--- src/rtl/pipeline_hazard_ctrl.sv ---
// Hazard controller for a 5-stage pipeline: load-use stalls, branch redirects and memory freezes.
// Define HAZARD_PERF_CNT_EN to add the stall_cnt/flush_cnt performance counters.
module pipeline_hazard_ctrl #(
  parameter int REG_AW = 5
) (
  input  logic              clk,
  input  logic              reset,
  input  logic              branch,
  input  logic              mem_busy,
  input  logic              ID_EX_MemRead,
  input  logic [REG_AW-1:0] ID_EX_Rd,
  input  logic [REG_AW-1:0] IF_ID_Rs1,
  input  logic [REG_AW-1:0] IF_ID_Rs2,
  output logic              pc_write,
  output logic              if_id_write,
  output logic              pipe_hold,
  output logic              mux_to_pc,
  output logic              IF_Flush,
  output logic              ID_Flush,
  output logic [1:0]        ctrl_state
`ifdef HAZARD_PERF_CNT_EN
  ,
  output logic [31:0]       stall_cnt,
  output logic [31:0]       flush_cnt
`endif
);

  typedef enum logic [1:0] {
    RUN      = 2'b00,
    LU_STALL = 2'b01,
    WAIT     = 2'b10,
    ILLEGAL  = 2'b11
  } stateT;

  stateT r_state;
  stateT w_nextState;
  logic  r_branchPending;
  logic  w_nextPending;
  logic  w_hazard;
  logic  w_redirect;

  assign w_hazard = ID_EX_MemRead && (ID_EX_Rd != '0) &&
                    ((ID_EX_Rd == IF_ID_Rs1) || (ID_EX_Rd == IF_ID_Rs2));
  assign w_redirect = branch || r_branchPending;
  assign ctrl_state = r_state;

  always_ff @(posedge clk) begin
    if (reset) begin
      r_state         <= RUN;
      r_branchPending <= 1'b0;
    end else begin
      r_state         <= w_nextState;
      r_branchPending <= w_nextPending;
    end
  end

  // Priority: reset, then memory freeze, then redirect, then load-use stall.
  // A stall is only raised outside LU_STALL so each load-use pair gets one bubble.
  always_comb begin
    pc_write      = 1'b1;
    if_id_write   = 1'b1;
    pipe_hold     = 1'b0;
    mux_to_pc     = 1'b0;
    IF_Flush      = 1'b0;
    ID_Flush      = 1'b0;
    w_nextState   = RUN;
    w_nextPending = r_branchPending;
    if (reset) begin
      pc_write      = 1'b0;
      if_id_write   = 1'b0;
      IF_Flush      = 1'b1;
      ID_Flush      = 1'b1;
      w_nextPending = 1'b0;
    end else if (mem_busy) begin
      pc_write      = 1'b0;
      if_id_write   = 1'b0;
      pipe_hold     = 1'b1;
      w_nextState   = WAIT;
      w_nextPending = r_branchPending || branch;
    end else if (w_redirect) begin
      mux_to_pc     = 1'b1;
      IF_Flush      = 1'b1;
      ID_Flush      = 1'b1;
      w_nextPending = 1'b0;
    end else if (w_hazard && (r_state == RUN || r_state == WAIT)) begin
      pc_write      = 1'b0;
      if_id_write   = 1'b0;
      ID_Flush      = 1'b1;
      w_nextState   = LU_STALL;
    end
  end

`ifdef HAZARD_PERF_CNT_EN
  logic [31:0] r_stallCnt;
  logic [31:0] r_flushCnt;

  assign stall_cnt = r_stallCnt;
  assign flush_cnt = r_flushCnt;

  always_ff @(posedge clk) begin
    if (reset) begin
      r_stallCnt <= '0;
      r_flushCnt <= '0;
    end else begin
      if (!pc_write)
        r_stallCnt <= r_stallCnt + 32'd1;
      if (mux_to_pc)
        r_flushCnt <= r_flushCnt + 32'd1;
    end
  end
`endif

endmodule

--- config.mk ---
export PLATFORM = sky130hd
export DESIGN_NAME = pipeline_hazard_ctrl
export DESIGN_NICKNAME = d
export VERILOG_FILES = /design/src/rtl/pipeline_hazard_ctrl.sv
export SDC_FILE = /design/constraint.sdc
export NUM_CORES = 1
export LEC_CHECK = 0
export BUFFER_PORTS_ARGS = -buffer_cell sky130_fd_sc_hd__buf_2
export CAP_MARGIN = 40
export CORE_AREA = 4 4 41 43
export DETAILED_ROUTE_END_ITERATION = 8
export DIE_AREA = 0 0 45 47
export REMOVE_ABC_BUFFERS = 1
export SLEW_MARGIN = 20
export SYNTH_ARGS = -nofsm -noshare
export SYNTH_HDL_FRONTEND = slang
export SYNTH_SLANG_ARGS = --single-unit
--- constraint.sdc ---
create_clock -name clk -period 1.65 [get_ports clk]
set_input_delay 0.33 -clock clk [delete_from_list [all_inputs] [get_ports clk]]
set_output_delay 0.33 -clock clk [all_outputs]
set_load 0.02 [all_outputs]
==> impl_metrics.toml, run 1 <==
[logic_synthesis]
synthAdderAreaFrac = 0
synth_simple_gate_area_frac = 0.356
synth_area_leaders = "xor2_1, dfxtp_1, nor2b_1"
synth.distinct_cells = 13
netlist.area_leader.share = 0.297
synth_top_area_cell = "xor2_1"
synth.most_common_cell = "xor2_1"
ys.flop_type = "dfxtp_1"
synth_xor_area_frac = 0.297
syn_avg_cell_area_um2 = 8.20
synth_compound_area_frac = 0.119
syn_inst = 36
ys_warn_count = 0
synth_top_family_by_area = "simple AND/OR/NAND/NOR gates"
synthMuxAreaShare = 0
synth_common_cells = "xor2_1, nor2_1, nor2b_1"
synth_seq_area_share = 0.203
synth_edf_count = 0
synth_seq_cells = 3
syn_area_um2 = 295
synthArstFlopShare = 0

[setup_path]
worstPathArrival_ns = 1.27
crit_family = "compound AO/OA/AOI/OAI gates"
crit_path_end_kind = "primary output"
cp_max_fo = 3
crit_path_top_delay_cell = "nor3_2"
crit_required_ns = 1.32
critPathKind = "input pin to primary output"
crit_chain = "buf_2, xor2_1, nor3_2, a22oi_2, o21a_1, buf_4"
max_stage_delay_ns = 0.19
cp_num_buf_inv = 2
worst_setup_path_start_kind = "input pin"
reg2reg_slack_ns = 0.82

[clocking]
clk_path_buf_depth = 2
insertion_delay_ns = 0.23
cts_made_buffers = 3
cts_tree = "yes"
clock_sinks = 3
htree_levels = 1
cts_root_buf = "clkbuf_4"
postCtsHoldBufs = 0
clk_pin_slew_ns = 0.04

[timing]
fin_worst_skew_ns = 0.0000509
finalSetupViolations = 0
worst_slew_pin_slew_ns = 0.191
finalCritPeriodShare = 0.971
slew_violations = 0
finalCriticalPeriod_ns = 1.60
final_hold_viol_count = 0
hold-worst-slack_ns = 0.338
timing.slew.headroom = 0.872
rsz0062_at_grt = "true"
fmax_mhz = 624
final.setup.tns_ns = 0

[layout]
drive_above_1_share = 0.567
multi_input_area_um2 = 245
seqCellArea_um2 = 60.1
diodes = 0
fin_util = 0.383
syn2layout_area_growth_pct = 68.6
fillers = 148
finalNetCount = 88

[placed_design]
gp_congestion = 0.719
hpwl_um = 686
portBuffers = 27

[global_route]
grt_pass1_wl_um = 1240
track_usage = 0.0773
grt_max_degree = 7
grt_pass1_vias = 305
antenna_found_initial = 0
overflow = 0

[floorplan]
dieArea_um2 = 2120
fp.dieH_um = 47
core_um2 = 1300
die_x_um = 45
start_util = 0.227
io_pins = 28
rows = 13

[power]
ir_drop_mv = 0.154
power_density_nw_per_um2 = 622
p_leak_uw = 0.000243

[routing]
drc_errors = 0
drtPass1Iterations = 2
post_drt_wl_per_cell_um = 9.74
drt_iter0_drc = 1
vias_per_cell = 4.10
routed_wl_um = 799
vias = 336
ant_nets = 0

[job]
maxCapViolCount = 0

[outcome]
status = "completed"

[hold_path]
hold_path_class = "input pin to register"
-- final cells by class --
class,count,area share
multi-input combinational,32,0.492
tap,15,0.0377
sequential,3,0.121
timing repair buffer,28,0.296
clock buffer,4,0.0528
-- what timing repair did --
item / 4_1_cts / 5_1_grt
gates resized for setup: 0 / 5
endpoints found under the setup margin: 0 / 2
buffers inserted: 0 / 1
-- registers in the layout, indices dropped and copies added (netlist names) --
signal,flops
ctrl_state,2
r_branchPending,1
-- power by group --
group | switching [uW] | internal (uW) | leakage (uW)
Clock | 33.9 | 90.4 | 0.0000150
Sequential | 0.752 | 75.6 | 0.0000246
Combinational | 58.8 | 50.7 | 0.000203
Total | 93.4 | 217 | 0.000243
-- per-stage QoR --
| step | worst slack (ns) | cell area, um^2 | power, uW | instances |
|---|---|---|---|---|
| 6_report | 0.0478 | 498 | 310 | 82 |
| 5_1_grt | -0.00569 | 498 | 327 | 82 |
| 4_1_cts | 0.0354 | 468 | 309 | 81 |
| 3_5_place_dp | 0.0382 | 442 | 179 | 77 |
| 3_3_place_gp | 0.0494 | 442 | 178 | 77 |
| 2_1_floorplan | 0.184 | 288 | 133 | 35 |
-- cell families (layout without fill, tap and decap cells) --
kind of cell	Yosys count	in the layout
compound gates	4	4
xor+xnor	10	10
buf+inv	1	32
flops	3	3
simple gates	18	18
-- layout by cell type, fill, tap and decap left out --
cell and instances:
nor2_1 4, nor3_2 2, dfxtp_1 3, nand2_1 2, buf_2 25, clkbuf_1 1, nor3_1 2, nor2_2 1
o21bai_1 2, nor2b_1 5, buf_4 3, o21a_1 1, xor2_1 8, nor4_2 1, clkbuf_4 3, xor2_2 2
nand3_1 1, a22oi_2 1
-- final timing paths --
kind                                       from  cells past startpoint               to
worst max-delay path                ID_EX_Rd[4]                      6      if_id_write
worst min-delay path                   mem_busy                      2    ctrl_state[0]
worst max register to register  r_branchPending                      3    ctrl_state[0]
worst min register to register  r_branchPending                      2  r_branchPending
-- routing by layer --
layer	routed length, um	share of wire	track usage
met2	367	0.46	0.116
met1	360	0.45	0.109
met5	0	0	0
met3	71	0.089	0.0115
met4	0	0	0.0351
(Power assumes the default switching activity.)
==> inputs of run 2 (changes only) <==
Settings changed: CELL_PAD_IN_SITES_DETAIL_PLACEMENT from default to 1, CELL_PAD_IN_SITES_GLOBAL_PLACEMENT from default to 2, CORE_AREA 4 4 41 43 to default, CORE_MARGIN from default to 4, CORE_UTILIZATION from default to 16, DIE_AREA 0 0 45 47 to default, PLACE_DENSITY_LB_ADDON from default to 0.1.
==> impl_metrics.toml, run 2 (synthesized netlist as in run 1, its figures left out) <==
[outcome]
status = "completed"

[hold_path]
hold_depth = 2
hold_path_class = "input pin to register"
min_from = "mem_busy"
hold_end = "ctrl_state[0]"

[global_route]
overflow = 0
grt_pass1_vias = 385
track_usage = 0.0844
antenna_found_initial = 0
grt_max_degree = 7
grt_pass1_wl_um = 1590

[setup_path]
reg2reg_slack_ns = 0.74
worst_setup_path_start_kind = "input pin"
cp_max_fo = 3
r2r-start = "r_branchPending"
crit_path_top_delay_cell = "o21a_1"
critPathKind = "input pin to primary output"
max_stage_delay_ns = 0.23
crit_required_ns = 1.32
timing.rr.end = "ctrl_state[0]"
r2r_cells = 3
critical_path.most_common_cell = "buf_6"
worstPathArrival_ns = 1.27
crit_chain = "buf_6, xor2_2, nor3_2, a22oi_2, o21a_1, buf_6"
crit_path_end_kind = "primary output"

[placed_design]
gp_congestion = 0.706
placedCellCount = 88
portBuffers = 27
dpl_cell_area_um2 = 462

[timing]
hold-worst-slack_ns = 0.342
finalCriticalPeriod_ns = 1.60
finalSetupViolations = 0
final_hold_viol_count = 0
slew_violations = 0
fin_worst_skew_ns = 0.00291
finalCritPeriodShare = 0.967
rsz0062_at_grt = "true"
final.setup.tns_ns = 0
worst_slew_pin_slew_ns = 0.241
timing.slew.headroom = 0.839
fmax_mhz = 627

[routing]
ant_nets = 0
drt_iter0_drc = 1
drtPass1Iterations = 4
routed_wl_um = 1040
drc_errors = 0
post_drt_wl_per_cell_um = 11.2
vias_per_cell = 3.68
vias = 342

[layout]
drive_above_1_share = 0.559
diodes = 0
final_cells = 93
finalNetCount = 89
multi_input_area_um2 = 243
mostFrequentLayoutCells = "buf_2, xor2_1, nor2_1, nor2b_1, buf_6"
largest_reg_flops = 2
syn2layout_area_growth_pct = 84.7
final_common_cell = "buf_2"
design_area_um2 = 546
fillers = 242
seqCellArea_um2 = 60.1

[clocking]
insertion_delay_ns = 0.23
clk_pin_slew_ns = 0.04
cts_tree = "yes"
htree_levels = 1
cts_made_buffers = 3
clock_sinks = 3
cts_root_buf = "clkbuf_4"
clk_path_buf_depth = 2
postCtsHoldBufs = 0

[floorplan]
core_um2 = 1750
die_x_um = 51.0
io_pins = 28
dieArea_um2 = 2600
fp.dieH_um = 51.0
rows = 15
start_util = 0.169

[power]
power_density_nw_per_um2 = 591
p_leak_uw = 0.000257
ir_drop_mv = 0.143

[job]
maxCapViolCount = 0
[run 2: worst max-delay path: cells and delay by family]
family,cells,cell delay (ns)
AO/OA/AOI/OAI,2,0.35
buffers and inverters,2,0.24
XOR/XNOR,1,0.16
AND/OR/NAND/NOR,1,0.19
[run 2: through the flow]
| step | setup WS (ns) | utilization | power [uW] |
|---|---|---|---|
| 2_1_floorplan | 0.184 | - | 133 |
| 3_3_place_gp | -0.00603 | 0.265 | 185 |
| 3_5_place_dp | -0.0116 | 0.265 | 184 |
| 4_1_cts | -0.00387 | 0.287 | 318 |
| 5_1_grt | -0.00260 | 0.313 | 348 |
| 6_report | 0.0538 | 0.313 | 322 |
[run 2: power breakdown]
part | total, uW | switching [uW] | leakage (uW) | internal, uW
Clock | 125 | 34.4 | 0.0000150 | 90.4
Sequential | 76.1 | 0.534 | 0.0000246 | 75.5
Combinational | 122 | 62.3 | 0.000217 | 59.3
Total | 322 | 97.2 | 0.000257 | 225
[run 2: worst max-delay path by stage]
stage             endpoint  slack [ns]  cells after the start    startpoint
5_1_grt           pc_write      -0.003                      6   ID_EX_Rd[3]
3_5_place_dp      pc_write       -0.01                      6   ID_EX_Rd[0]
2_1_floorplan  if_id_write        0.18                      4   ID_EX_Rd[0]
4_1_cts           pc_write      -0.004                      6   ID_EX_Rd[4]
3_3_place_gp   if_id_write      -0.006                      6   ID_EX_Rd[0]
6_report          pc_write        0.05                      6  IF_ID_Rs1[0]
[run 2: metal layers]
| metal | share of wire | vias to the layer above | wire [um] | global-route usage |
|---|---|---|---|---|
| met5 | 0 | - | 0 | 0 |
| met1 | 0.43 | 151 | 449 | 0.105 |
| li1 | - | 181 | - | - |
| met3 | 0.053 | 0 | 55 | 0.0292 |
| met2 | 0.52 | 10 | 537 | 0.116 |
| met4 | 0 | 0 | 0 | 0.0673 |
[run 2: cell type report]
cell class | count | area share
Sequential cell | 3 | 0.110
Multi-Input combinational cell | 32 | 0.445
Clock buffer | 4 | 0.0482
Timing Repair Buffer | 29 | 0.339
Tap cell | 25 | 0.0573
[run 2: timing repair]
action	4_1_cts	5_1_grt
setup endpoints to repair	2	3
setup buffers	1	0
pin swaps	3	7
resized for setup	2	10
==> inputs of run 3 (changes only) <==
Settings changed: SETUP_SLACK_MARGIN from default to 0.2.
==> impl_metrics.toml, run 3 (synthesized netlist as in run 1, its figures left out) <==
[outcome]
status = "completed"

[global_route]
grt_max_degree = 7
grt.busiest_layer = "met2"
antenna_found_initial = 0
grt_pass1_vias = 400
overflow = 0
grt_pass1_wl_um = 1670
grt_use_met1 = 0.108
met3_usage = 0.0292
track_usage = 0.0886
grt_use_met2 = 0.127

[power]
p_leak_uw = 0.000272
power_density_nw_per_um2 = 562
ir_drop_mv = 0.143

[layout]
drive_above_1_share = 0.618
mostFrequentLayoutCells = "buf_2, buf_6, xor2_1, nor2_1"
largest_reg_flops = 2
fillers = 233
final_cells = 93
final_common_cell = "buf_2"
diodes = 0
finalNetCount = 89
fin_util = 0.341
syn2layout_area_growth_pct = 101
design_area_um2 = 594

[timing]
finalSetupViolations = 0
timing.slew.headroom = 0.862
worst_slew_pin_slew_ns = 0.205
fin_worst_skew_ns = 0.00291
hold-worst-slack_ns = 0.341
fmax_mhz = 632
finalCritPeriodShare = 0.960
rsz0062_at_grt = "true"
finalCriticalPeriod_ns = 1.58
slew_violations = 0
final_hold_viol_count = 0

[clocking]
cts_tree = "yes"
clk_path_buf_depth = 2
cts_root_buf = "clkbuf_4"
htree_levels = 1
clock_sinks = 3
cts_made_buffers = 3
postCtsHoldBufs = 0
insertion_delay_ns = 0.23
clk_pin_slew_ns = 0.04

[hold_path]
hold_path_class = "input pin to register"

[placed_design]
gp_congestion = 0.706
placedCellCount = 88
dpl_cell_area_um2 = 462
portBuffers = 27

[routing]
ant_nets = 0
post_drt_wl_per_cell_um = 11.2
vias_per_cell = 3.67
routed_wl_um = 1040
drc_errors = 0
vias = 341
drtPass1Iterations = 4
drt_iter0_drc = 1

[floorplan]
dieArea_um2 = 2600
rows = 15
die_x_um = 51.0
io_pins = 28
fp.dieH_um = 51.0
start_util = 0.169
core_um2 = 1750

[setup_path]
worstPathArrival_ns = 1.25
crit_path_end_kind = "primary output"
worst_setup_path_start_kind = "input pin"
critPathKind = "input pin to primary output"
cp_max_fo = 3
crit_required_ns = 1.32

[job]
maxCapViolCount = 0
## run 3: metal layers
layer  vias to the layer above  part of all wire
li1                        181                 -
met1                       150              0.45
met4                         0                 0
met3                         0             0.041
met5                         -                 0
met2                        10              0.51
## run 3: through the flow
stage	setup TNS, ns	setup slack (ns)	power [uW]
after floorplan	0	0.184	133
after global placement	-0.0119	-0.00603	185
after detailed placement	-0.0220	-0.0116	184
after CTS	0	0.0344	328
after global routing	0	0.0319	359
final	0	0.0666	334
## run 3: final timing paths
| kind | to | startpoint | cells after the start | slack [ns] |
|---|---|---|---|---|
| setup / recovery | pc_write | IF_ID_Rs1[4] | 6 | 0.07 |
| hold / removal | ctrl_state[0] | mem_busy | 2 | 0.34 |
| setup reg to reg | ctrl_state[0] | r_branchPending | 3 | 0.81 |
| hold reg to reg | ctrl_state[0] | r_branchPending | 3 | 0.56 |
## run 3: worst max-delay path, cell delays in order
cell     delay, ns
buf_6         0.09
xor2_1        0.15
nor3_2        0.20
a22oi_2       0.12
o21a_1        0.23
buf_6         0.14
## run 3: layout make-up
class                      count  area, um^2  area share
clock buffer                   4        26.3      0.0442
timing repair buffer          29         219       0.368
sequential                     3        60.1       0.101
multi-input combinational     32         258       0.434
tap                           25        31.3      0.0526
## run 3: report_power, final
part	internal (uW)	switching, uW	total [uW]	leakage (uW)
Combinational	69.5	63.4	133	0.000233
Clock	90.4	34.6	125	0.0000150
Sequential	75.6	0.713	76.3	0.0000246
## run 3: timing repair
action	4_1_cts	5_1_grt
setup buffers	1	0
pin swaps	6	9
gates resized for setup	12	13
setup endpoints to repair	3	4
